[config.mk]
export PLATFORM = sky130hd
export DESIGN_NAME = xgriscv_lsu
export DESIGN_NICKNAME = d
export VERILOG_FILES = /design/src/rtl/xgriscv_lsu_pkg.sv /design/src/rtl/xgriscv_lsu_align.sv /design/src/rtl/xgriscv_lsu.sv
export SDC_FILE = /design/constraint.sdc
export NUM_CORES = 1
export LEC_CHECK = 0
export CAP_MARGIN = 5
export CORE_UTILIZATION = 35
export CTS_CLUSTER_SIZE = 8
export DETAILED_ROUTE_END_ITERATION = 6
export PLACE_DENSITY_LB_ADDON = 0.25
export SETUP_SLACK_MARGIN = 0.02
export SLEW_MARGIN = 25
export SYNTH_ARGS = -nofsm -noshare
export SYNTH_HDL_FRONTEND = slang
export SYNTH_SLANG_ARGS = --single-unit
[constraint.sdc]
create_clock -name clk -period 3.9 [get_ports clk]
set_input_delay 0.39 -clock clk [delete_from_list [all_inputs] [get_ports clk]]
set_output_delay 0.39 -clock clk [all_outputs]
set_load 0.05 [all_outputs]
[src/rtl/xgriscv_lsu_pkg.sv]
// Shared constants for the xgriscv load/store unit: funct3 codes,
// FSM state encodings, access size masks and small decode helpers.
package xgriscv_lsu_pkg;

  // funct3 codes (stores use only the first three)
  localparam logic [2:0] F3_B  = 3'b000;
  localparam logic [2:0] F3_H  = 3'b001;
  localparam logic [2:0] F3_W  = 3'b010;
  localparam logic [2:0] F3_BU = 3'b100;
  localparam logic [2:0] F3_HU = 3'b101;

  // access size masks, shifted left by addr[1:0] to form the byte mask
  localparam logic [3:0] SZ_B = 4'b0001;
  localparam logic [3:0] SZ_H = 4'b0011;
  localparam logic [3:0] SZ_W = 4'b1111;

  typedef enum logic [2:0] {
    S_IDLE = 3'd0,
    S_REQ0 = 3'd1,
    S_RSP0 = 3'd2,
    S_REQ1 = 3'd3,
    S_RSP1 = 3'd4,
    S_RESP = 3'd5
  } lsu_state_e;

  // funct3[1:0] selects the access size
  function automatic logic [3:0] size_mask(input logic [1:0] sz);
    case (sz)
      2'b00:   size_mask = SZ_B;
      2'b01:   size_mask = SZ_H;
      2'b10:   size_mask = SZ_W;
      default: size_mask = 4'b0000;
    endcase
  endfunction

  // unsigned loads are only meaningful for loads; 011/11x never legal
  function automatic logic f3_legal(input logic we, input logic [2:0] f3);
    case (f3)
      F3_B, F3_H, F3_W: f3_legal = 1'b1;
      F3_BU, F3_HU:     f3_legal = !we;
      default:          f3_legal = 1'b0;
    endcase
  endfunction

  // true when the access spills into the next word
  function automatic logic is_split(input logic [2:0] f3, input logic [1:0] off);
    logic [7:0] m;
    m = {4'b0000, size_mask(f3[1:0])} << off;
    is_split = |m[7:4];
  endfunction

endpackage

[src/rtl/xgriscv_lsu_align.sv]
// Combinational lane alignment: byte mask, shifted store data, and
// load extract with sign/zero extension from the two response words.
module xgriscv_lsu_align
  import xgriscv_lsu_pkg::*;
#(
  parameter int XLEN = 32
) (
  input  logic [2:0]        funct3,
  input  logic [1:0]        off,
  input  logic [XLEN-1:0]   wdata,
  input  logic [2*XLEN-1:0] r64_raw,
  output logic [7:0]        m8,
  output logic [2*XLEN-1:0] w64,
  output logic [XLEN-1:0]   rdata
);

  logic [XLEN-1:0] rw;

  // shift masks/data into lanes and pull the addressed bytes down to bit 0
  always_comb begin
    m8  = {4'b0000, size_mask(funct3[1:0])} << off;
    w64 = {{XLEN{1'b0}}, wdata} << {off, 3'b000};
    rw  = XLEN'(r64_raw >> {off, 3'b000});
    case (funct3)
      F3_B:    rdata = {{(XLEN-8){rw[7]}}, rw[7:0]};
      F3_H:    rdata = {{(XLEN-16){rw[15]}}, rw[15:0]};
      F3_BU:   rdata = {{(XLEN-8){1'b0}}, rw[7:0]};
      F3_HU:   rdata = {{(XLEN-16){1'b0}}, rw[15:0]};
      default: rdata = rw;
    endcase
  end

endmodule

[src/rtl/xgriscv_lsu.sv]
// Load/store unit: accepts one MEM-stage request at a time, issues one or
// two word accesses and returns the extended load result with a done pulse.
// Define XGRISCV_LSU_MISALIGN_EN to split misaligned accesses in two;
// otherwise they complete with an error and no memory traffic.
module xgriscv_lsu
  import xgriscv_lsu_pkg::*;
#(
  parameter int XLEN = 32
) (
  input  logic            clk,
  input  logic            rstn,
  input  logic            lsu_valid,
  output logic            lsu_ready,
  input  logic            lsu_we,
  input  logic [2:0]      lsu_funct3,
  input  logic [XLEN-1:0] lsu_addr,
  input  logic [XLEN-1:0] lsu_wdata,
  output logic            lsu_done,
  output logic [XLEN-1:0] lsu_rdata,
  output logic            lsu_err,
  output logic            mem_req,
  input  logic            mem_gnt,
  output logic            mem_we,
  output logic [XLEN-1:0] mem_addr,
  output logic [3:0]      mem_amp,
  output logic [XLEN-1:0] mem_wd,
  input  logic            mem_rvalid,
  input  logic [XLEN-1:0] mem_rdata
);

  lsu_state_e      state_q, state_d;
  logic            we_q, we_d;
  logic [2:0]      f3_q, f3_d;
  logic [XLEN-1:0] addr_q, addr_d;
  logic [XLEN-1:0] wdata_q, wdata_d;
  logic            err_q, err_d;
  logic [XLEN-1:0] rd0_q, rd0_d;
  logic [XLEN-1:0] rd1_q, rd1_d;

  logic [7:0]        m8;
  logic [2*XLEN-1:0] w64;
  logic              second;

  xgriscv_lsu_align #(.XLEN(XLEN)) u_align (
    .funct3  (f3_q),
    .off     (addr_q[1:0]),
    .wdata   (wdata_q),
    .r64_raw ({rd1_q, rd0_q}),
    .m8      (m8),
    .w64     (w64),
    .rdata   (lsu_rdata)
  );

  assign second = (state_q == S_REQ1);

  // next-state and request-side outputs; memory lanes are zero unless requesting
  always_comb begin
    state_d   = state_q;
    we_d      = we_q;
    f3_d      = f3_q;
    addr_d    = addr_q;
    wdata_d   = wdata_q;
    err_d     = err_q;
    rd0_d     = rd0_q;
    rd1_d     = rd1_q;
    lsu_ready = 1'b0;
    mem_req   = 1'b0;
    case (state_q)
      S_IDLE: begin
        lsu_ready = 1'b1;
        if (lsu_valid) begin
          we_d    = lsu_we;
          f3_d    = lsu_funct3;
          addr_d  = lsu_addr;
          wdata_d = lsu_wdata;
          rd0_d   = '0;
          rd1_d   = '0;
`ifdef XGRISCV_LSU_MISALIGN_EN
          err_d   = !f3_legal(lsu_we, lsu_funct3);
`else
          err_d   = !f3_legal(lsu_we, lsu_funct3) || is_split(lsu_funct3, lsu_addr[1:0]);
`endif
          state_d = err_d ? S_RESP : S_REQ0;
        end
      end
      S_REQ0: begin
        mem_req = 1'b1;
        if (mem_gnt) state_d = S_RSP0;
      end
      S_RSP0: begin
        if (mem_rvalid) begin
          if (!we_q) rd0_d = mem_rdata;
`ifdef XGRISCV_LSU_MISALIGN_EN
          state_d = (|m8[7:4]) ? S_REQ1 : S_RESP;
`else
          state_d = S_RESP;
`endif
        end
      end
`ifdef XGRISCV_LSU_MISALIGN_EN
      S_REQ1: begin
        mem_req = 1'b1;
        if (mem_gnt) state_d = S_RSP1;
      end
      S_RSP1: begin
        if (mem_rvalid) begin
          if (!we_q) rd1_d = mem_rdata;
          state_d = S_RESP;
        end
      end
`endif
      S_RESP:  state_d = S_IDLE;
      default: state_d = S_IDLE;
    endcase
  end

  // second access uses the upper halves of the lane mask/data and the next word
  assign mem_we   = mem_req & we_q;
  assign mem_amp  = mem_req ? (second ? m8[7:4] : m8[3:0]) : 4'b0000;
  assign mem_wd   = mem_req ? (second ? w64[2*XLEN-1:XLEN] : w64[XLEN-1:0]) : '0;
  assign mem_addr = mem_req ? ({addr_q[XLEN-1:2], 2'b00} + {{(XLEN-3){1'b0}}, second, 2'b00}) : '0;
  assign lsu_done = (state_q == S_RESP);
  assign lsu_err  = lsu_done & err_q;

  // state and request registers
  always_ff @(posedge clk or negedge rstn) begin
    if (!rstn) begin
      state_q <= S_IDLE;
      we_q    <= 1'b0;
      f3_q    <= 3'b000;
      addr_q  <= '0;
      wdata_q <= '0;
      err_q   <= 1'b0;
      rd0_q   <= '0;
      rd1_q   <= '0;
    end else begin
      state_q <= state_d;
      we_q    <= we_d;
      f3_q    <= f3_d;
      addr_q  <= addr_d;
      wdata_q <= wdata_d;
      err_q   <= err_d;
      rd0_q   <= rd0_d;
      rd1_q   <= rd1_d;
    end
  end

endmodule

==> metrics.txt <==
Via density approximately 5.2; kind of end point of the critical path primary output; IO Pins 210; die area roughly 0.019 mm^2; count of pins over their slew limit 0; crit path time final around 3600 ps; Area contributors post-synth dfrtp_1 41%, mux2_2 12%, nand2_1 6.5%; CTS Buf Count 9; Skew-Pair Late Insertion Delay roughly 360 ps; r2r setup slk roughly 2100 ps; share of layout cells above drive strength 1 0.185; Distinct cells, synth between 40 and 50; simple-gate portion of the synthesized area 0.191; Site Rows just under 50; Max VDD drop about 0.54 mV; chip height about 140 um; CP Max Fanout 17; Slew @ Worst Pin between 800 and 900 ps; area grow syn2layout 42.4%; Synth area leader dfrtp_1; Mapped Area approximately 0.0064 mm^2; Leak about 3.6 nW; clock skew around 9.9 ps; synthesized area per cell roughly 9.0 um^2; Root Driver clkbuf_16; largest net degree at the start of global routing 67; reg2reg path depth 4; post-cts resize count 0; max_cap viols 0; post-route ant nets 0; Synth top cells by count 111 x nand2_1, 104 x dfrtp_1, 83 x o21ai_0; post-synthesis sequential area ratio 0.406; Critical Path AT between 3000 and 4000 ps; Post-CTS Setup Bufs 0; RR Endpoint wdata_q[8]$_DFFE_PN0P_; chip width between 100 and 150 um; main combinational cell family by area after synthesis simple AND/OR/NAND/NOR gates; Slew HR 0.405; drt drc 0; Sequential Power Share 0.272; Synth Flop Type dfrtp_1; GR Overflow Total 0; DRT iter0 DRCs about 220; CTS Hold Bufs 0; final core occ 0.508; vias in the first global route 5602; global-route wire length before repair around 30000 um; Total GRT Usage 0.209; register bit total from synthesis roughly 100; multi-input logic area 0.00356 mm^2; post-DP HPWL roughly 14000 um; WS Path Type flip-flop to primary output; PwrDens ~900 mW/mm^2; fin crit share 0.919; starting density of the core 0.357; global placer's final weighted congestion between 0.8 and 0.9; Synth Area in Adders 0.0195; Detailed Route WL roughly 19000 um; DR vias a little under 6k; FF-to-FF Start state_q[1]$_DFFE_PN0P_; final hold vios 0; async set-reset flop share out of synthesis 1.00; EDFF count, synth 0; clk slew on worst S/H paths 80 ps; nets roughly 1.0k; Psw 4.13 mW; Filler cells around 1.7k; CTS tree yes; total core area ~0.018 mm^2; startpoint type of the worst setup path flip-flop; count leader, synth nand2_1; Synth Warn # 0; unrepaired setup endpoints after global routing false; post-synthesis compound-gate area fraction 0.148; IO Port Bufs approximately 210; Sw Share 0.503; setup tns final 0 ps; Required @ worst endpoint between 3000 and 4000 ps; Comb pwr share 0.621; DR WL/cell 17.0 um; antenna diode count 0; Clock power frac 0.107; initial antenna violation count 0; min-delay worst type input pin to async pin; cells after synthesis 710; mux share of post-synthesis cell area 0.178; Sequential Area ~0.0026 mm^2; CTS H-tree depth 3; status completed; Fmax achieved between 200 and 300 MHz; Longest Clk Path Bufs 2; total clock sinks between 100 and 150; final setup vio count 0; Hold Slack between 150 and 200 ps; internal power 4.07 mW; Yosys top cell area share 0.406; XOR/XNOR Fraction of Synth Area 0.0137; first-pass iteration count of the detailed router 4
per-layer routing:
metal | vias up | global-route usage | wire length, um
met5 | - | 0 | 0
met4 | 0 | 0.0696 | 363
met3 | 19 | 0.0438 | 1110
met1 | 2750 | 0.291 | 9020
li1 | 2879 | - | -
met2 | 157 | 0.321 | 8560
flip-flops by register name, indices dropped and copies added (netlist names):
register,cells
rd0_q,32
addr_q,32
wdata_q,32
we_q,1
err_q,1
state_q,3
f3_q,3
power groups by stage:
stage	Sequential [mW]	Combinational (mW)	Clock, mW
3_3_place_gp	2.22	5.10	0
6_report	2.23	5.09	0.880
4_1_cts	2.22	5.13	0.914
2_1_floorplan	1.90	3.64	0
5_1_grt	2.33	5.44	0.953
3_5_place_dp	2.24	5.12	0
cells by family (layout without fill, tap and decap cells):
family                     count (synthesis)  count (layout)
AOI/OAI and AO/OA                        165             165
xor gates and xnor gates                  10              10
adders and majority gates                 10              10
buffers and inverters                     66             250
DFF                                      104             104
muxes                                    104             104
other                                      1               2
and+or+nand+nor                          250             250
worst max-delay path by stage:
stage                   endpoint  slack [ps]  depth (start not counted)              startpoint
detailed placement  mem_addr[24]         700                          9  state_q[2]$_DFFE_PN0P_
finish              mem_addr[24]         320                          9  state_q[2]$_DFFE_PN0P_
floorplan           mem_addr[24]          40                         11  state_q[2]$_DFFE_PN0P_
global route        mem_addr[30]          50                          9  state_q[2]$_DFFE_PN0P_
CTS                 mem_addr[24]         290                          9  state_q[2]$_DFFE_PN0P_
global placement    mem_addr[26]         770                          9  state_q[2]$_DFFE_PN0P_
layout by cell type, fill, tap and decap left out, drive strengths merged, types with 14 or more instances in the layout:
master	instances
a21oi	36
mux2i	32
nand3	14
o21ai	83
nand2	111
nor2b	14
dfrtp	104
nor2	32
clkdlybuf4s50	159
mux2	71
buf	64
a211oi	17
worst max-delay path, cell delays in order, from the launching register on:
cell and delay, ps:
dfrtp_1 490, nand3b_1 240, inv_1 100, ha_1 200, ha_1 240, nand3_1 140, or2_1 450, or4_1 540
a21oi_1 250, buf_12 170
final cells by class:
type	count	share of cell area
Multi-Input combinational cell	541	0.390
Tap cell	229	0.0314
Clock inverter	5	0.00425
Clock buffer	11	0.0266
Inverter	11	0.00452
Sequential cell	104	0.286
Timing Repair Buffer	223	0.257
per-stage QoR:
step	total power [mW]	cells	area (um^2)	setup WS [ps]
after detailed placement	7.36	1108	8840	702
after floorplan	5.54	711	6430	44.1
after CTS	8.27	1124	9130	286
after global routing	8.72	1124	9130	53.3
after global placement	7.32	1108	8840	774
final	8.20	1124	9130	316
(Power assumes the default switching activity.)
